File: config.mk
export PLATFORM = sky130hd
export DESIGN_NAME = mem_ctrl
export DESIGN_NICKNAME = d
export VERILOG_FILES = /design/src/rtl/mem_ctrl_pkg.sv /design/src/rtl/mem_ctrl.sv
export SDC_FILE = /design/constraint.sdc
export NUM_CORES = 1
export LEC_CHECK = 0
export CAP_MARGIN = 20
export CORE_MARGIN = 1
export CORE_UTILIZATION = 38
export DETAILED_ROUTE_END_ITERATION = 12
export MAX_ROUTING_LAYER = met4
export PLACE_DENSITY = 0.72
export SYNTH_ARGS = -nofsm -noshare
export SYNTH_HDL_FRONTEND = slang
export SYNTH_SLANG_ARGS = --single-unit
File: constraint.sdc
create_clock -name clk -period 6.98 [get_ports clk]
set_clock_uncertainty 0.1 [all_clocks]
set_input_delay 0.698 -clock clk [delete_from_list [all_inputs] [get_ports clk]]
set_output_delay 0.698 -clock clk [all_outputs]
set_load 0.005 [all_outputs]
File: src/rtl/mem_ctrl_pkg.sv
`default_nettype none
// ============================================================================
// mem_ctrl_pkg : shared encodings for the IF/MEM byte-serial memory controller
// Revision     : 1.0
// ============================================================================
package mem_ctrl_pkg;

   typedef enum logic [1:0] {
      MemIdle = 2'd0,
      MemXfer = 2'd1,
      MemDone = 2'd2
   } mem_state_e;

   typedef enum logic {
      OwnerIF  = 1'b0,
      OwnerMEM = 1'b1
   } owner_e;

   localparam logic [1:0] MemByte = 2'b00;
   localparam logic [1:0] MemHalf = 2'b01;
   localparam logic [1:0] MemWord = 2'b10;

   // Length code to byte count; the reserved code 11 behaves as a word.
   function automatic logic [2:0] len_bytes(input logic [1:0] code);
      case (code)
         MemByte: return 3'd1;
         MemHalf: return 3'd2;
         MemWord: return 3'd4;
         default: return 3'd4;
      endcase
   endfunction

endpackage
`default_nettype wire

File: src/rtl/mem_ctrl.sv
`default_nettype none
// ============================================================================
// mem_ctrl : arbitrates IF and MEM onto one byte-wide RAM port, serialising
//            1/2/4-byte little-endian transfers and pulsing done per owner
// Revision : 1.0
// ============================================================================
module mem_ctrl
   import mem_ctrl_pkg::*;
#(
   parameter int ADDR_WIDTH = 32
) (
   input  logic                  clk,
   input  logic                  rst,
   input  logic                  if_req_i,
   input  logic [ADDR_WIDTH-1:0] if_addr_i,
   input  logic                  if_flush_i,
   output logic                  if_done_o,
   output logic [31:0]           if_data_o,
   input  logic                  mem_req_i,
   input  logic                  mem_we_i,
   input  logic [1:0]            mem_len_i,
   input  logic [ADDR_WIDTH-1:0] mem_addr_i,
   input  logic [31:0]           mem_wdata_i,
   output logic                  mem_done_o,
   output logic [31:0]           mem_rdata_o,
   output logic [ADDR_WIDTH-1:0] ram_addr_o,
   output logic [7:0]            ram_dout_o,
   output logic                  ram_wr_o,
   input  logic [7:0]            ram_din_i,
   output logic                  busy_o
);

   mem_state_e            r_state;
   mem_state_e            w_state_nxt;
   owner_e                r_owner;
   logic                  r_we;
   logic [ADDR_WIDTH-1:0] r_addr;
   logic [2:0]            r_len;
   logic [31:0]           r_wdata;
   logic [2:0]            r_k;
   logic [31:0]           r_if_data;
   logic [31:0]           r_mem_rdata;

   logic                  w_grant_mem;
   logic                  w_grant_if;
   logic                  w_abort;
   logic [1:0]            w_lane;
   logic [ADDR_WIDTH-1:0] w_ram_addr;
   logic [7:0]            w_ram_dout;
   logic                  w_ram_wr;
   logic                  w_if_done;
   logic                  w_mem_done;

   // Load data for the byte addressed last cycle lands in lane k-1.
   assign w_lane  = 2'(r_k - 3'd1);
   assign w_abort = if_flush_i && (r_owner == OwnerIF);

   always_comb begin
      w_state_nxt = r_state;
      w_grant_mem = 1'b0;
      w_grant_if  = 1'b0;
      w_ram_addr  = '0;
      w_ram_dout  = 8'h00;
      w_ram_wr    = 1'b0;
      w_if_done   = 1'b0;
      w_mem_done  = 1'b0;
      case (r_state)
         MemIdle: begin
            if (mem_req_i) begin
               w_grant_mem = 1'b1;
               w_state_nxt = MemXfer;
            end else if (if_req_i && !if_flush_i) begin
               w_grant_if  = 1'b1;
               w_state_nxt = MemXfer;
            end
         end
         MemXfer: begin
            if (r_k < r_len) begin
               w_ram_addr = r_addr + {{(ADDR_WIDTH-3){1'b0}}, r_k};
            end
            if (r_we) begin
               w_ram_wr   = 1'b1;
               w_ram_dout = r_wdata[{r_k[1:0], 3'b000} +: 8];
               if (r_k == r_len - 3'd1) w_state_nxt = MemDone;
            end else if (r_k == r_len) begin
               w_state_nxt = MemDone;
            end
            if (w_abort) w_state_nxt = MemIdle;
         end
         MemDone: begin
            w_state_nxt = MemIdle;
            w_if_done   = (r_owner == OwnerIF) && !if_flush_i;
            w_mem_done  = (r_owner == OwnerMEM);
         end
         default: w_state_nxt = MemIdle;
      endcase
   end

   always_ff @(posedge clk) begin
      if (rst) begin
         r_state     <= MemIdle;
         r_owner     <= OwnerIF;
         r_we        <= 1'b0;
         r_addr      <= '0;
         r_len       <= 3'd0;
         r_wdata     <= 32'h0;
         r_k         <= 3'd0;
         r_if_data   <= 32'h0;
         r_mem_rdata <= 32'h0;
      end else begin
         r_state <= w_state_nxt;
         if (w_grant_mem || w_grant_if) begin
            r_owner <= w_grant_mem ? OwnerMEM : OwnerIF;
            r_we    <= w_grant_mem && mem_we_i;
            r_addr  <= w_grant_mem ? mem_addr_i : if_addr_i;
            r_len   <= w_grant_mem ? len_bytes(mem_len_i) : 3'd4;
            r_wdata <= mem_wdata_i;
            r_k     <= 3'd0;
            // Unused upper lanes must read back as zero.
            if (w_grant_if) r_if_data <= 32'h0;
            if (w_grant_mem && !mem_we_i) r_mem_rdata <= 32'h0;
         end
         if (r_state == MemXfer) begin
            r_k <= r_k + 3'd1;
            if (!r_we && (r_k != 3'd0)) begin
               if (r_owner == OwnerIF) r_if_data[{w_lane, 3'b000} +: 8] <= ram_din_i;
               else r_mem_rdata[{w_lane, 3'b000} +: 8] <= ram_din_i;
            end
         end
      end
   end

   assign ram_addr_o  = w_ram_addr;
   assign ram_dout_o  = w_ram_dout;
   assign ram_wr_o    = w_ram_wr;
   assign if_done_o   = w_if_done;
   assign mem_done_o  = w_mem_done;
   assign if_data_o   = r_if_data;
   assign mem_rdata_o = r_mem_rdata;
   assign busy_o      = (r_state != MemIdle);

endmodule
`default_nettype wire

==> results.sh, run 1 <==
export IMPL_status="completed"
export IMPL_cts_root_buf="clkbuf_16"
export IMPL_synth_top_family_by_area="simple AND/OR/NAND/NOR gates"
export IMPL_die_area_um2=18300
export IMPL_final_max_slew_violation_count=0
export IMPL_yosys_mux_area_fraction_pct=3.11
export IMPL_cts_hold_buffers=0
export IMPL_place_congestion=0.900
export IMPL_dpl_cell_count=1203
export IMPL_wl_um=21100
export IMPL_nFillCells=1665
export IMPL_slew_limit_headroom_pct=28.7
export IMPL_timing_critical_path_slowest_cell_delay_ps=960
export IMPL_worstHoldPathType="flop to flop"
export IMPL_ant_nets=0
export IMPL_synth_compound_area_share_pct=19.9
export IMPL_grtUsageTotal_pct=23.6
export IMPL_synth_fp_nets=940
export IMPL_crit_slowest_cell="dfxtp_1"
export IMPL_setup_viol=0
export IMPL_overflow=0
export IMPL_drc_errors=0
export IMPL_fmax_mhz=209
export IMPL_power_density_nw_per_um2=224
export IMPL_avgViaCountPerCell=5.46
export IMPL_hold_violations=0
export IMPL_ys_ff_latch=138
export IMPL_path_cells="ha_1 > inv_1 > fa_1 > nor2b_1 > o2111ai_1 > buf_4 > or4_1 > a21oi_1 > clkdlybuf4s50_1"
export IMPL_clock_latency_ps=420
export IMPL_worstSetupPathType="flop to output port"
export IMPL_via_count=6738
export IMPL_core_area_um2=17300
export IMPL_register_area_um2=2760
export IMPL_layoutNonFillerInstCount=1235
export IMPL_layout_nets=1123
export IMPL_netlist_area_leader_share_pct=40.9
export IMPL_p_leak_uw=0.00330
export IMPL_worstMarginPinSlew_ps=1070
export IMPL_post_route_min_period_ps=4790
export IMPL_die_w_um=135
export IMPL_yosysSeqAreaShare_pct=40.9
export IMPL_syn_area_per_cell_um2=8.30
export IMPL_grt_max_degree=73
export IMPL_cts_tree="built"
export IMPL_yosys_area_top_type="dfxtp_1"
export IMPL_io_buffers=219
export IMPL_syn_area_um2=6750
export IMPL_post_cts_buffers=0
export IMPL_area_delta_synth_final_pct=42.6
export IMPL_multi_input_area_um2=3680
export IMPL_firstDrtPassIters=5
export IMPL_synth_fa_ha_area_share_pct=2.70
export IMPL_synth_edf_count=0
export IMPL_dieHeight_um=135
export IMPL_synth_simple_area_share_pct=27.1
export IMPL_wl_per_cell_um=17.1
export IMPL_tns_ps=0
export IMPL_cap_viol_max_count=0
export IMPL_synthArstFlopShare_pct=0
export IMPL_rsz0062_at_grt="false"
export IMPL_yosysWarnings=0
export IMPL_first_global_vias=6319
export IMPL_yosys_area_share_xor_xnor_pct=1.69
export IMPL_antenna_found_initial=0
export IMPL_synth_cell_types=58
export IMPL_ys_flop_type="dfxtp_1"
export IMPL_critPathLaunchType="flop"
export IMPL_initial_core_util_pct=39.0
export IMPL_netlist_top_cells_area="dfxtp_1, nand2_1, a21oi_1"
export IMPL_worstPathRequired_ps=6180
export IMPL_post_route_util_pct=55.7
export IMPL_antenna_cells=0
export IMPL_hpwlAfterDp_um=14500
export IMPL_cp_top_family="flip-flops"
export IMPL_htree_levels=4
export IMPL_cts_buffers=17
export IMPL_cp_end_kind="output port"
export IMPL_clkSlewWorstSetupHoldPaths_ps=60
export IMPL_syn_inst=814
export IMPL_ctsResizeCount=0
export IMPL_crit_buf_inv=3
export IMPL_cts_sinks=138
export IMPL_critPathMaxFanout=18
export IMPL_std_cell_rows=48
export IMPL_ir_drop_uv=169
export IMPL_critPathArrivalTime_ps=3990
export IMPL_cts_max_path_buffers=2
export IMPL_drive_above_1_share_pct=6.34
export IMPL_first_iter_violations=500
export IMPL_io_pins=220
export IMPL_grt_pass1_wl_um=32900
export IMPL_period_share_pct=68.7
[worst register-to-register path, cell delays in order (launching register included)]
cell	delay (ps)
dfxtp_1	960
inv_1	290
ha_1	290
nand2b_1	280
and3_1	940
nand4_1	230
a21oi_1	180
[layer usage]
metal	part of all wire (%)	track usage [%]	wire length, um
met5	0	-	0
met3	7.5	5.91	1570
met4	1.2	6.99	248
met2	45	36.3	9560
met1	46	30.5	9720
[state kept, by name, indices dropped and copies added, names as in the netlist, 2 cells and up]
register and count:
r_addr 32, r_k 3, r_len 3, r_state 2, if_data_o 32, r_wdata 32
mem_rdata_o 32
[through the flow]
stage	worst slack, ps	hold slack, ps	power [uW]	instance area (um2)
floorplan	3650	329	1090	6750
finish	2190	350	2160	9630
global route	1860	369	2250	9630
global placement	2630	338	1230	9020
detailed placement	2620	344	1240	9020
CTS	2150	352	2170	9630
[cell usage in the layout, fill, tap and decap left out, types with 15 or more instances in the layout]
| cell | count |
|---|---|
| clkdlybuf4s50_1 | 218 |
| nand2_1 | 152 |
| dfxtp_1 | 138 |
| a21oi_1 | 75 |
| nor2_1 | 63 |
| nand3_1 | 37 |
| a311oi_1 | 33 |
| a22o_1 | 23 |
| nand4_1 | 21 |
| nor2b_1 | 20 |
| clkbuf_16 | 17 |
| inv_1 | 15 |
[cell type report]
cell class,instances,share of cell area [%]
repair buffers,225,23.2
inverters,16,0.624
clock buffers,21,4.99
clock inverters,11,1.36
multi-input cells,599,38.2
well taps,225,2.92
flip-flops and latches,138,28.7
[power by group]
part / total (uW) / switching (uW) / internal, uW
registers: 887 / 54.3 / 833
logic: 335 / 181 / 154
clock network: 933 / 365 / 569
total: 2160 / 600 / 1560
[synthesized netlist by cell type, types with 2 or more instances]
master and number:
and3_1 12, and2_1 3, a41oi_1 3, mux4_2 8, nor2_1 63, dfxtp_1 138, a21oi_1 76, a311oi_1 33
a21o_1 2, nor3b_1 2, and3b_1 2, xor2_1 5, xnor2_1 8, nand2b_1 6, buf_2 14, or2_1 2
and4_1 3, clkbuf_1 44, ha_1 13, mux2i_1 3, buf_1 2, nand4_1 21, nand3b_1 4, o31ai_1 13
o2bb2ai_1 9, o21ai_0 5, inv_1 15, a22o_1 23, nand3_1 37, nor4_1 6, nor3_1 4, nor3b_2 2
nor2b_1 20, o211ai_1 3, nor4b_1 2, a31oi_1 3, a211oi_2 4, or4_1 13, or3_1 8, nand2_1 152
a32oi_1 11
[path summary, 6_finish.rpt]
path | to | start | depth (start not counted) | slack, ps
setup / recovery | ram_addr_o[24] | r_k[0] | 9 | 2190
setup reg to reg | mem_rdata_o[23] | r_k[0] | 6 | 3640
hold reg to reg | r_wdata[13] | r_wdata[13] | 2 | 350
hold / removal | r_wdata[13] | r_wdata[13] | 2 | 350
[logic make-up after synthesis]
kind of cell,after synthesis
AOI/OAI and AO/OA,190
xor gates and xnor gates,13
adders and majority gates,14
buffers and inverters,77
DFF,138
muxes,11
and+or+nand+nor,371
(Power assumes the default switching activity.)
==> inputs of run 2 (changes only) <==
==> constraint.sdc (replaced) <==
create_clock -name clk -period 4.78 [get_ports clk]
set_clock_uncertainty 0.1 [all_clocks]
set_input_delay 0.478 -clock clk [delete_from_list [all_inputs] [get_ports clk]]
set_output_delay 0.478 -clock clk [all_outputs]
set_load 0.005 [all_outputs]
==> results.sh, run 2 (synthesis gave the netlist of run 1 again) <==
export IMPL_status="completed"
export IMPL_fmax_mhz=245
export IMPL_drc_errors=0
export IMPL_grtUsageTotal_pct=23.9
export IMPL_r2r_setup_slack_ps=2140
export IMPL_htree_levels=4
export IMPL_ant_nets=0
export IMPL_antenna_found_initial=0
export IMPL_wl_per_cell_um=17.0
export IMPL_final_max_slew_violation_count=0
export IMPL_critPathMaxFanout=28
export IMPL_slew_limit_headroom_pct=27.7
export IMPL_ctsResizeCount=0
export IMPL_layout_nets=1126
export IMPL_crit_slowest_cell="nand2_1"
export IMPL_first_global_vias=6327
export IMPL_worstHoldPathType="flop to flop"
export IMPL_post_route_util_pct=56.0
export IMPL_period_share_pct=85.3
export IMPL_place_congestion=0.911
export IMPL_grt_pass1_wl_um=33200
export IMPL_wl_um=21000
export IMPL_post_cts_buffers=0
export IMPL_io_buffers=219
export IMPL_timing_critical_path_slowest_cell_delay_ps=660
export IMPL_first_iter_violations=502
export IMPL_core_area_um2=17300
export IMPL_die_area_um2=18300
export IMPL_clkSlewWorstSetupHoldPaths_ps=60
export IMPL_initial_core_util_pct=39.0
export IMPL_cts_sinks=138
export IMPL_rr_worst_depth=7
export IMPL_dieHeight_um=135
export IMPL_setup_viol=0
export IMPL_crit_start="r_k[1]"
export IMPL_avgViaCountPerCell=5.47
export IMPL_critPathLaunchType="flop"
export IMPL_path_cells="buf_4 > ha_1 > nor2b_1 > o21ai_1 > nand2_1 > nor3_1 > clkdlybuf4s50_1"
export IMPL_cp_end_kind="output port"
export IMPL_antenna_cells=0
export IMPL_layout_common_cells="clkdlybuf4s50_1, nand2_1, dfxtp_1"
export IMPL_grt_max_degree=81
export IMPL_worstPathRequired_ps=4200
export IMPL_layoutNonFillerInstCount=1237
export IMPL_dpl_cell_count=1205
export IMPL_die_w_um=135
export IMPL_firstDrtPassIters=5
export IMPL_r2r_end="if_data_o[21]"
export IMPL_drive_above_1_share_pct=6.52
export IMPL_overflow=0
export IMPL_io_pins=220
export IMPL_post_route_min_period_ps=4080
export IMPL_worstSetupPathType="flop to output port"
export IMPL_worstMarginPinSlew_ps=1080
export IMPL_area_delta_synth_final_pct=43.3
export IMPL_rr_startpoint="r_k[0]"
export IMPL_crit_buf_inv=2
export IMPL_cts_buffers=17
export IMPL_cts_hold_buffers=0
export IMPL_cap_viol_max_count=0
export IMPL_hpwlAfterDp_um=14600
export IMPL_tns_ps=0
export IMPL_cts_max_path_buffers=2
export IMPL_crit_cells=7
export IMPL_power_density_nw_per_um2=330
export IMPL_min_delay_start="r_wdata[9]"
export IMPL_rsz0062_at_grt="false"
export IMPL_p_leak_uw=0.00334
export IMPL_ir_drop_uv=250
export IMPL_hold_violations=0
export IMPL_std_cell_rows=48
export IMPL_cp_top_family="simple AND/OR/NAND/NOR gates"
export IMPL_critPathArrivalTime_ps=3500
export IMPL_layout_commonest_cell="clkdlybuf4s50_1"
export IMPL_cts_root_buf="clkbuf_16"
export IMPL_clock_latency_ps=420
export IMPL_p_total_uw=3200
export IMPL_min_path_cells=2
export IMPL_via_count=6766
export IMPL_cts_tree="built"
export IMPL_holdPathEnd="r_wdata[9]"
## run 2: changes by cell type in the layout (fill, tap and decap cells not counted)
cell and delta:
clkinvlp_4 -3, clkinv_4 +4, buf_8 +1, inv_6 -2
bufinv_16 +2, clkinv_2 +1, buf_4 +2, clkbuf_8 -3
## run 2: worst min-delay path, stage by stage, from the launching register on
cell     delay, ps
dfxtp_1        300
nand2_1         50
a21oi_1         50
## run 2: through the flow
stage	setup slack (ps)	instance area, um2	hold WS, ps
finish	705	9680	349
global route	409	9680	375
floorplan	1670	6750	329
detailed placement	1150	9030	344
CTS	682	9670	352
global placement	1330	9030	337
## run 2: worst max path at each step
stage                     slack [ps]              to
after global routing             410  ram_addr_o[17]
after floorplan                 1670  ram_addr_o[20]
after global placement          1330   ram_addr_o[2]
final                            700   ram_addr_o[2]
after detailed placement        1150   ram_addr_o[2]
after CTS                        680   ram_addr_o[2]
## run 2: final cells by class
cell class | instances | area [um2]
flip-flops and latches | 138 | 2760
clock buffers | 18 | 439
multi-input cells | 599 | 3680
clock inverters | 13 | 191
well taps | 225 | 282
inverters | 16 | 60.1
fillers | 1641 | 7620
repair buffers | 228 | 2260
## run 2: metal layers
| metal | share of wire [%] | global-route usage, % | up-vias |
|---|---|---|---|
| li1 | - | - | 3334 |
| met3 | 8.1 | 6.51 | 23 |
| met5 | 0 | - | - |
| met4 | 1.4 | 6.74 | 0 |
| met1 | 46 | 31.2 | 3147 |
| met2 | 45 | 36.2 | 262 |
## run 2: power breakdown
| group | internal, uW | total, uW | switching, uW |
|---|---|---|---|
| sequential | 1220 | 1280 | 67.0 |
| combinational | 226 | 503 | 276 |
| clock | 889 | 1410 | 521 |
==> inputs of run 3 (changes only) <==
--- a/config.mk
+++ b/config.mk
@@ -6,11 +6,13 @@
 export NUM_CORES = 1
 export LEC_CHECK = 0
 export CAP_MARGIN = 20
+export CELL_PAD_IN_SITES_DETAIL_PLACEMENT = 2
+export CELL_PAD_IN_SITES_GLOBAL_PLACEMENT = 2
 export CORE_MARGIN = 1
-export CORE_UTILIZATION = 38
+export CORE_UTILIZATION = 26
 export DETAILED_ROUTE_END_ITERATION = 12
 export MAX_ROUTING_LAYER = met4
-export PLACE_DENSITY = 0.72
+export PLACE_DENSITY = 0.84
 export SYNTH_ARGS = -nofsm -noshare
 export SYNTH_HDL_FRONTEND = slang
 export SYNTH_SLANG_ARGS = --single-unit
==> results.sh, run 3 (synthesis gave the netlist of run 1 again) <==
export IMPL_status="completed"
export IMPL_tns_ps=0
export IMPL_antenna_cells=0
export IMPL_setup_viol=0
export IMPL_rsz0062_at_grt="false"
export IMPL_power_density_nw_per_um2=320
export IMPL_wl_per_cell_um=19.6
export IMPL_overflow=0
export IMPL_io_pins=220
export IMPL_layout_nets=1129
export IMPL_clkSlewWorstSetupHoldPaths_ps=70
export IMPL_grt_max_degree=76
export IMPL_avgViaCountPerCell=5.15
export IMPL_first_iter_violations=365
export IMPL_timing_critical_path_slowest_cell_delay_ps=520
export IMPL_hold_ws_ps=357
export IMPL_worstSetupPathType="flop to output port"
export IMPL_cp_end_kind="output port"
export IMPL_cts_buffers=17
export IMPL_period_share_pct=81.1
export IMPL_cts_root_buf="clkbuf_16"
export IMPL_critPathMaxFanout=17
export IMPL_hpwlAfterDp_um=19400
export IMPL_hold_violations=0
export IMPL_critPathLaunchType="flop"
export IMPL_post_route_min_period_ps=3880
export IMPL_ir_drop_uv=169
export IMPL_cts_sinks=138
export IMPL_p_leak_uw=0.00333
export IMPL_worstPathRequired_ps=4200
export IMPL_cts_max_path_buffers=2
export IMPL_path_cells="ha_1 > inv_1 > fa_1 > nor2b_1 > o2111ai_1 > buf_4 > or4_1 > a21oi_1 > clkdlybuf4s50_1"
export IMPL_io_buffers=219
export IMPL_die_w_um=163
export IMPL_pre_cts_slack_ps=1340
export IMPL_combPwrFrac_pct=17.1
export IMPL_layout_commonest_cell="clkdlybuf4s50_1"
export IMPL_grtUsageTotal_pct=20.2
export IMPL_layout_common_cells="clkdlybuf4s50_1, nand2_1, dfxtp_1"
export IMPL_seqPwrFrac_pct=41.1
export IMPL_p_int_uw=2190
export IMPL_antenna_found_initial=0
export IMPL_critPathArrivalTime_ps=3300
export IMPL_drive_above_1_share_pct=6.80
export IMPL_wl_um=26400
export IMPL_core_area_um2=25300
export IMPL_switchingPower_uw=947
export IMPL_initial_core_util_pct=26.7
export IMPL_firstDrtPassIters=4
export IMPL_via_count=6931
export IMPL_slew_limit_headroom_pct=34.7
export IMPL_clock_latency_ps=410
export IMPL_ctsResizeCount=0
export IMPL_cts_tree="built"
export IMPL_std_cell_rows=58
export IMPL_fmax_mhz=258
export IMPL_dieHeight_um=163
export IMPL_place_congestion=0.790
export IMPL_final_max_slew_violation_count=0
export IMPL_setup_slack_ps=904
export IMPL_first_global_vias=7277
export IMPL_die_area_um2=26600
export IMPL_grt_pass1_wl_um=40700
export IMPL_cts_hold_buffers=0
export IMPL_p_clk_share_pct=41.9
export IMPL_worstHoldPathType="flop to flop"
export IMPL_crit_slowest_cell="clkdlybuf4s50_1"
export IMPL_swShare_pct=30.2
export IMPL_drc_errors=0
export IMPL_htree_levels=4
export IMPL_cap_viol_max_count=0
export IMPL_worstMarginPinSlew_ps=979
export IMPL_ant_nets=0
export IMPL_area_delta_synth_final_pct=45.2
export IMPL_post_cts_buffers=0
==> run 3: through the flow <==
step / std cells / total power [uW] / instance area, um2 / utilization [%]
2_1_floorplan: 814 / 1590 / 6750 / -
6_report: 1345 / 3140 / 9810 / 38.7
3_3_place_gp: 1312 / 1830 / 9180 / 36.3
3_5_place_dp: 1312 / 1850 / 9180 / 36.3
5_1_grt: 1345 / 3280 / 9810 / 38.7
4_1_cts: 1343 / 3160 / 9750 / 38.5
==> run 3: area by class of cell <==
class,instances,area (um2)
clock buffers,18,439
clock inverters,13,133
fillers,2846,15500
inverters,16,60.1
multi-input cells,599,3680
flip-flops and latches,138,2760
well taps,330,413
repair buffers,231,2320
==> run 3: worst paths after layout <==
| check | from | endpoint | slack [ps] | depth (start not counted) |
|---|---|---|---|---|
| max | r_addr[0] | ram_addr_o[24] | 900 | 9 |
| min | r_wdata[27] | r_wdata[27] | 360 | 2 |
| max reg2reg | r_k[0] | if_data_o[18] | 2010 | 7 |
| min reg2reg | r_wdata[27] | r_wdata[27] | 360 | 2 |
==> run 3: worst max-delay path, delay by kind of cell, from the launching register on <==
family	cells	cell delay, ps
AND/OR/NAND/NOR	2	830
adder cells (fa/ha/maj)	2	570
flip-flops	1	340
AO/OA/AOI/OAI	2	340
buffers and inverters	3	790
==> run 3: metal layers <==
metal  up-vias  GRT usage [%]  share of wire (%)
met5         -              -                  0
met4         0           4.72                1.1
met3        19           2.95                3.9
met2       160           33.9                 49
met1      3424           25.4                 46
li1       3328              -                  -
==> run 3: power by group through the flow <==
| stage | Clock, uW | Combinational [uW] | Sequential (uW) |
|---|---|---|---|
| 3_3_place_gp | 0 | 517 | 1310 |
| 4_1_cts | 1340 | 535 | 1290 |
| 5_1_grt | 1390 | 590 | 1300 |
| 2_1_floorplan | 0 | 308 | 1280 |
| 3_5_place_dp | 0 | 531 | 1310 |
| 6_report | 1320 | 536 | 1290 |
